<file path="config.mk">
export PLATFORM = sky130hd
export DESIGN_NAME = dec_chan_sched
export DESIGN_NICKNAME = d
export VERILOG_FILES = /design/src/rtl/dec_chan_sched.sv
export SDC_FILE = /design/constraint.sdc
export NUM_CORES = 1
export LEC_CHECK = 0
export BUFFER_PORTS_ARGS = -buffer_cell sky130_fd_sc_hd__buf_4
export CORE_ASPECT_RATIO = 0.7
export CORE_UTILIZATION = 45
export DETAILED_ROUTE_END_ITERATION = 8
export GPL_TIMING_DRIVEN = 0
export PLACE_DENSITY = 0.68
export SYNTH_ARGS = -nofsm -noshare
export SYNTH_HDL_FRONTEND = slang
export SYNTH_SLANG_ARGS = --single-unit
</file>
<file path="constraint.sdc">
create_clock -name clk_i -period 1.9 [get_ports clk_i]
set_clock_uncertainty 0.1 [all_clocks]
set_input_delay 0.57 -clock clk_i [delete_from_list [all_inputs] [get_ports clk_i]]
set_output_delay 0.57 -clock clk_i [all_outputs]
set_load 0.01 [all_outputs]
</file>
<file path="src/rtl/dec_chan_sched.sv">
// Frame-level channel scheduler for the ADPCM decoder. It walks every channel through
// select / settle / FA handshake / delay strobe, and flags FA timeouts and frame overruns.
//
//   state   | meaning
//   IDLE    | waiting for a frame-start pulse
//   PRE     | channel selected, settle window running
//   TRIG    | one-cycle FA start pulse
//   WAIT_FA | waiting for FA completion, with timeout
//   STRB    | delay strobe and register-file write for the current channel
//   NEXT    | advance to the next channel, or finish the frame
module dec_chan_sched #(
  parameter int NUM_CHAN    = 8,
  parameter int CHN_W       = 3,
  parameter int CNT_PRE_FA  = 125,
  parameter int CNT_POST_FA = 450
) (
  input  logic             clk_i,
  input  logic             reset_i,
  input  logic             fs_pulse_i,
  input  logic             fa_done_i,
  output logic             fa_trig_o,
  output logic             dly_strb_o,
  output logic             wr_en_o,
  output logic [CHN_W-1:0] wr_addr_o,
  output logic [CHN_W-1:0] rd_addr_o,
  output logic [CHN_W-1:0] chn_cnt_o,
  output logic             busy_o,
  output logic             error_o
);

  localparam int CNT_MAX = (CNT_PRE_FA > CNT_POST_FA) ? CNT_PRE_FA : CNT_POST_FA;
  localparam int CNT_W   = $clog2(CNT_MAX + 1);

  localparam logic [CNT_W-1:0] PRE_LAST  = CNT_W'(CNT_PRE_FA - 1);
  localparam logic [CNT_W-1:0] POST_LAST = CNT_W'(CNT_POST_FA - 1);
  localparam logic [CHN_W-1:0] CHN_LAST  = CHN_W'(NUM_CHAN - 1);

  typedef enum logic [2:0] {
    IDLE    = 3'd0,
    PRE     = 3'd1,
    TRIG    = 3'd2,
    WAIT_FA = 3'd3,
    STRB    = 3'd4,
    NEXT    = 3'd5
  } state_t;

  state_t           state_q, state_d;
  logic [CHN_W-1:0] chn_q, chn_d;
  logic [CNT_W-1:0] cnt_q, cnt_d;
  logic             err_q, err_d;
  logic             frame_end;
  logic             overrun;

  always_ff @(posedge clk_i) begin
    if (!reset_i) begin
      state_q <= IDLE;
      chn_q   <= '0;
      cnt_q   <= '0;
      err_q   <= 1'b0;
    end else begin
      state_q <= state_d;
      chn_q   <= chn_d;
      cnt_q   <= cnt_d;
      err_q   <= err_d;
    end
  end

  // A frame start that lands on the final NEXT is a clean back-to-back frame.
  assign frame_end = (state_q == NEXT) && (chn_q == CHN_LAST);
  assign overrun   = fs_pulse_i && (state_q != IDLE) && !frame_end;

  always_comb begin
    state_d = state_q;
    chn_d   = chn_q;
    cnt_d   = cnt_q;
    err_d   = err_q;
    if (overrun) begin
      err_d   = 1'b1;
      state_d = PRE;
      chn_d   = '0;
      cnt_d   = '0;
    end else begin
      unique case (state_q)
        IDLE: begin
          if (fs_pulse_i) begin
            state_d = PRE;
            chn_d   = '0;
            cnt_d   = '0;
          end
        end
        PRE: begin
          if (cnt_q == PRE_LAST) begin
            state_d = TRIG;
            cnt_d   = '0;
          end else begin
            cnt_d = cnt_q + CNT_W'(1);
          end
        end
        TRIG: begin
          state_d = WAIT_FA;
          cnt_d   = '0;
        end
        WAIT_FA: begin
          if (fa_done_i) begin
            state_d = STRB;
          end else if (cnt_q == POST_LAST) begin
            err_d   = 1'b1;
            state_d = STRB;
          end else begin
            cnt_d = cnt_q + CNT_W'(1);
          end
        end
        STRB: begin
          state_d = NEXT;
        end
        NEXT: begin
          cnt_d = '0;
          if (chn_q == CHN_LAST) begin
            chn_d   = '0;
            state_d = fs_pulse_i ? PRE : IDLE;
          end else begin
            chn_d   = chn_q + CHN_W'(1);
            state_d = PRE;
          end
        end
        default: begin
          state_d = IDLE;
          chn_d   = '0;
          cnt_d   = '0;
        end
      endcase
    end
  end

  assign fa_trig_o  = (state_q == TRIG);
  assign dly_strb_o = (state_q == STRB);
  assign wr_en_o    = (state_q == STRB);
  assign wr_addr_o  = chn_q;
  assign rd_addr_o  = chn_q;
  assign chn_cnt_o  = chn_q;
  assign busy_o     = (state_q != IDLE);
  assign error_o    = err_q;

endmodule

</file>
==> impl_metrics.csv <==
group,metric,value,unit
sta,final_hold_viol_count,0,
die,die_x,63.2,µm
critical_path,crit_type,"reg2reg",
power_and_ir_drop,power_density,540,mW/mm²
grt,track_usage,21.0,%
synth,ys.flop_type,"dfxtp_1",
critical_path,cp_max_fo,7,
sta,final.setup.worst_slack,-0.00234,ns
status,violations,"setup timing",
routing,drt_iter0_drc,73,
sta,worst_hold_slack,0.401,ns
synth,ys_seq_area_share,27.2,%
cts,htreeDepth,1,
grt,use_met2,31.4,%
placement,dp.cells,197,
grt,globalRoute.busiestLayer,"met2",
die,num_io_pins,18,
routing,vias,1229,
synth,synth_cell_types,46,
routing,wl_per_cell,15.3,µm
critical_path,crit_required,1.96,ns
grt,grt_max_degree,11,
grt,met1_usage,30.4,%
die,core,0.00248,mm²
grt,grt_pass1_wl,4540,µm
placement,globalplace.congestion,0.831,
synth,synthesis.area,0.00118,mm²
cts,cts_hold_buf,0,
sta,rsz0062_at_grt,"yes",
synth,async_flop_share,0,%
grt,antenna_found_initial,0,
hold_path,worstHoldPathType,"reg2reg",
power_and_ir_drop,peakVddDrop,0.334,mV
critical_path,worst_setup_path_start_kind,"flip-flop",
cts,cts_made_buffers,3,
sta,fmax,0.526,GHz
grt,grt_overflow,0,
cts,clk_pin_slew,0.07,ns
layout,area_growth,35.5,%
power_and_ir_drop,finalPower,862,µW
critical_path,crit_path_cell_trace,"inv_1, ha_1, nor3b_1, a311oi_2, a311o_1, a211oi_1",
routing,via_per_inst,5.80,
cts,cts_buffer_depth,2,
layout,final_util,64.4,%
critical_path,crit_slowest_cell,"dfxtp_4",
layout,fin_cells,212,
sta,min_period_over_period,100,%
synth,synth_nets,155,
cts,tritoncts,"done",
die,start_util,47.6,%
layout,final_common_cell,"buf_4",
layout,design_area,0.00160,mm²
cts,clock-sinks,16,
layout,drive_above_1_share,39.9,%
routing,drtAntennaViolNets,0,
die,fp.dieH,44.8,µm
critical_path,cpPeakStageDelay,0.38,ns
placement,hpwl,2090,µm
sta,setup_viol,2,
cts,clk-insertion-delay-late,0.26,ns
grt,met3_usage,5.56,%
status,status,"complete, but fails checks",
sta,relSlewSlack,69.8,%
synth,synth-seq-cells,16,
die,rows,15,
synth,yosys_warnings,0,
sta,tightest_slew,0.453,ns
synth,syn-instance-count,146,
placement,dpl_cell_area,0.00135,mm²
synth,synth_edf_count,0,
sta,setup_tns,-0.00462,ns
critical_path,cp-end-kind,"flip-flop",
routing,drt_first_pass_iters,4,
layout,final_cell_mix,"buf_4 (33), nor2_1 (12), inv_1 (10), dfxtp_1 (9), a21oi_1 (8)",
layout,fin_nets,188,
sta,post-route-min-period,1.90,ns
power_and_ir_drop,power.leakage,0.641,nW
die,die_area,0.00283,mm²
layout,antenna_cells,0,
routing,routed_wl,3240,µm
critical_path,arrival,1.96,ns
placement,port_buffers,17,
synth,synth_area_per_cell,8.07,µm²
grt,grt_pass1_vias,964,
sta,drv_slew,0,
cts,root_buffer,"clkbuf_8",
routing,drc_errors,0,
placement,place_ws,-0.122,ns
job,max-cap-violations,0,
[what timing repair did]
item / in CTS / in global routing
pin swaps: 0 / 7
buffers inserted: 0 / 9
cloned: 0 / 2
setup endpoints to repair: 12 / 15
gates resized for setup: 9 / 27
[cell type report]
type	instances	area [µm²]
inverters	11	41.3
fillers	210	881
multi-input cells	104	781
repair buffers	28	209
flip-flops and latches	16	339
clock buffers	4	55.1
plain buffers	15	129
well taps	34	42.5
[cell usage after synthesis, types with 2 or more instances]
cell	instances	area share, %
dfxtp_1	16	27
nor2_1	13	4.1
a21oi_1	11	4.7
inv_1	11	3.5
buf_4	7	4.5
nand3_1	7	3.0
o211ai_1	6	3.8
o21ai_0	6	2.5
ha_1	5	5.3
nand2_1	5	1.6
buf_2	4	1.7
mux2i_1	4	3.4
nand2b_1	4	2.1
a211o_1	3	2.2
a22oi_1	3	1.9
o221ai_1	3	2.2
a211oi_1	2	1.3
a211oi_2	2	2.1
buf_6	2	1.9
clkbuf_1	2	0.64
nor2b_1	2	1.1
nor3_1	2	0.85
o21a_1	2	1.3
o21ai_1	2	0.85
[logic make-up after synthesis]
group | synth area share [%]
XOR/XNOR | 0.743
multiplexers | 3.40
AO/OA/AOI/OAI | 29.1
buffers and inverters | 12.2
flip-flops | 27.2
AND/OR/NAND/NOR | 22.1
adder cells (fa/ha/maj) | 5.31
[critical path: cells and delay by family, from the launching register on]
kind / cells / cell delay [ns]
fa+ha+maj: 1 / 0.20
buf+inv: 1 / 0.08
flops: 1 / 0.38
compound gates: 3 / 0.80
simple gates: 1 / 0.25
[report_power, final]
part	switching [mW]	total, mW	internal [mW]
sequential	0.0114	0.353	0.341
combinational	0.108	0.195	0.0870
clock	0.130	0.315	0.184
[worst paths after layout]
check | from | endpoint | slack [ns] | depth (start not counted)
max reg2reg | cnt_q[0]$_SDFFE_PP0P_ | state_q[2]$_SDFFE_PP0P_ | -0.002 | 6
min | cnt_q[1]$_SDFFE_PP0P_ | cnt_q[1]$_SDFFE_PP0P_ | 0.40 | 2
min reg2reg | cnt_q[1]$_SDFFE_PP0P_ | cnt_q[1]$_SDFFE_PP0P_ | 0.40 | 2
max | cnt_q[0]$_SDFFE_PP0P_ | state_q[2]$_SDFFE_PP0P_ | -0.002 | 6
[flip-flops by register name, indices dropped and copies added (netlist names)]
signal	flops
cnt_q	9
chn_cnt_o	3
state_q	3
error_o	1
[routing by layer]
| layer | up-vias | share of wire (%) |
|---|---|---|
| li1 | 593 | - |
| met1 | 588 | 47 |
| met2 | 48 | 46 |
| met3 | 0 | 7.0 |
| met4 | 0 | 0 |
| met5 | - | 0 |
Note: power is estimated with default switching activity, not from simulation.
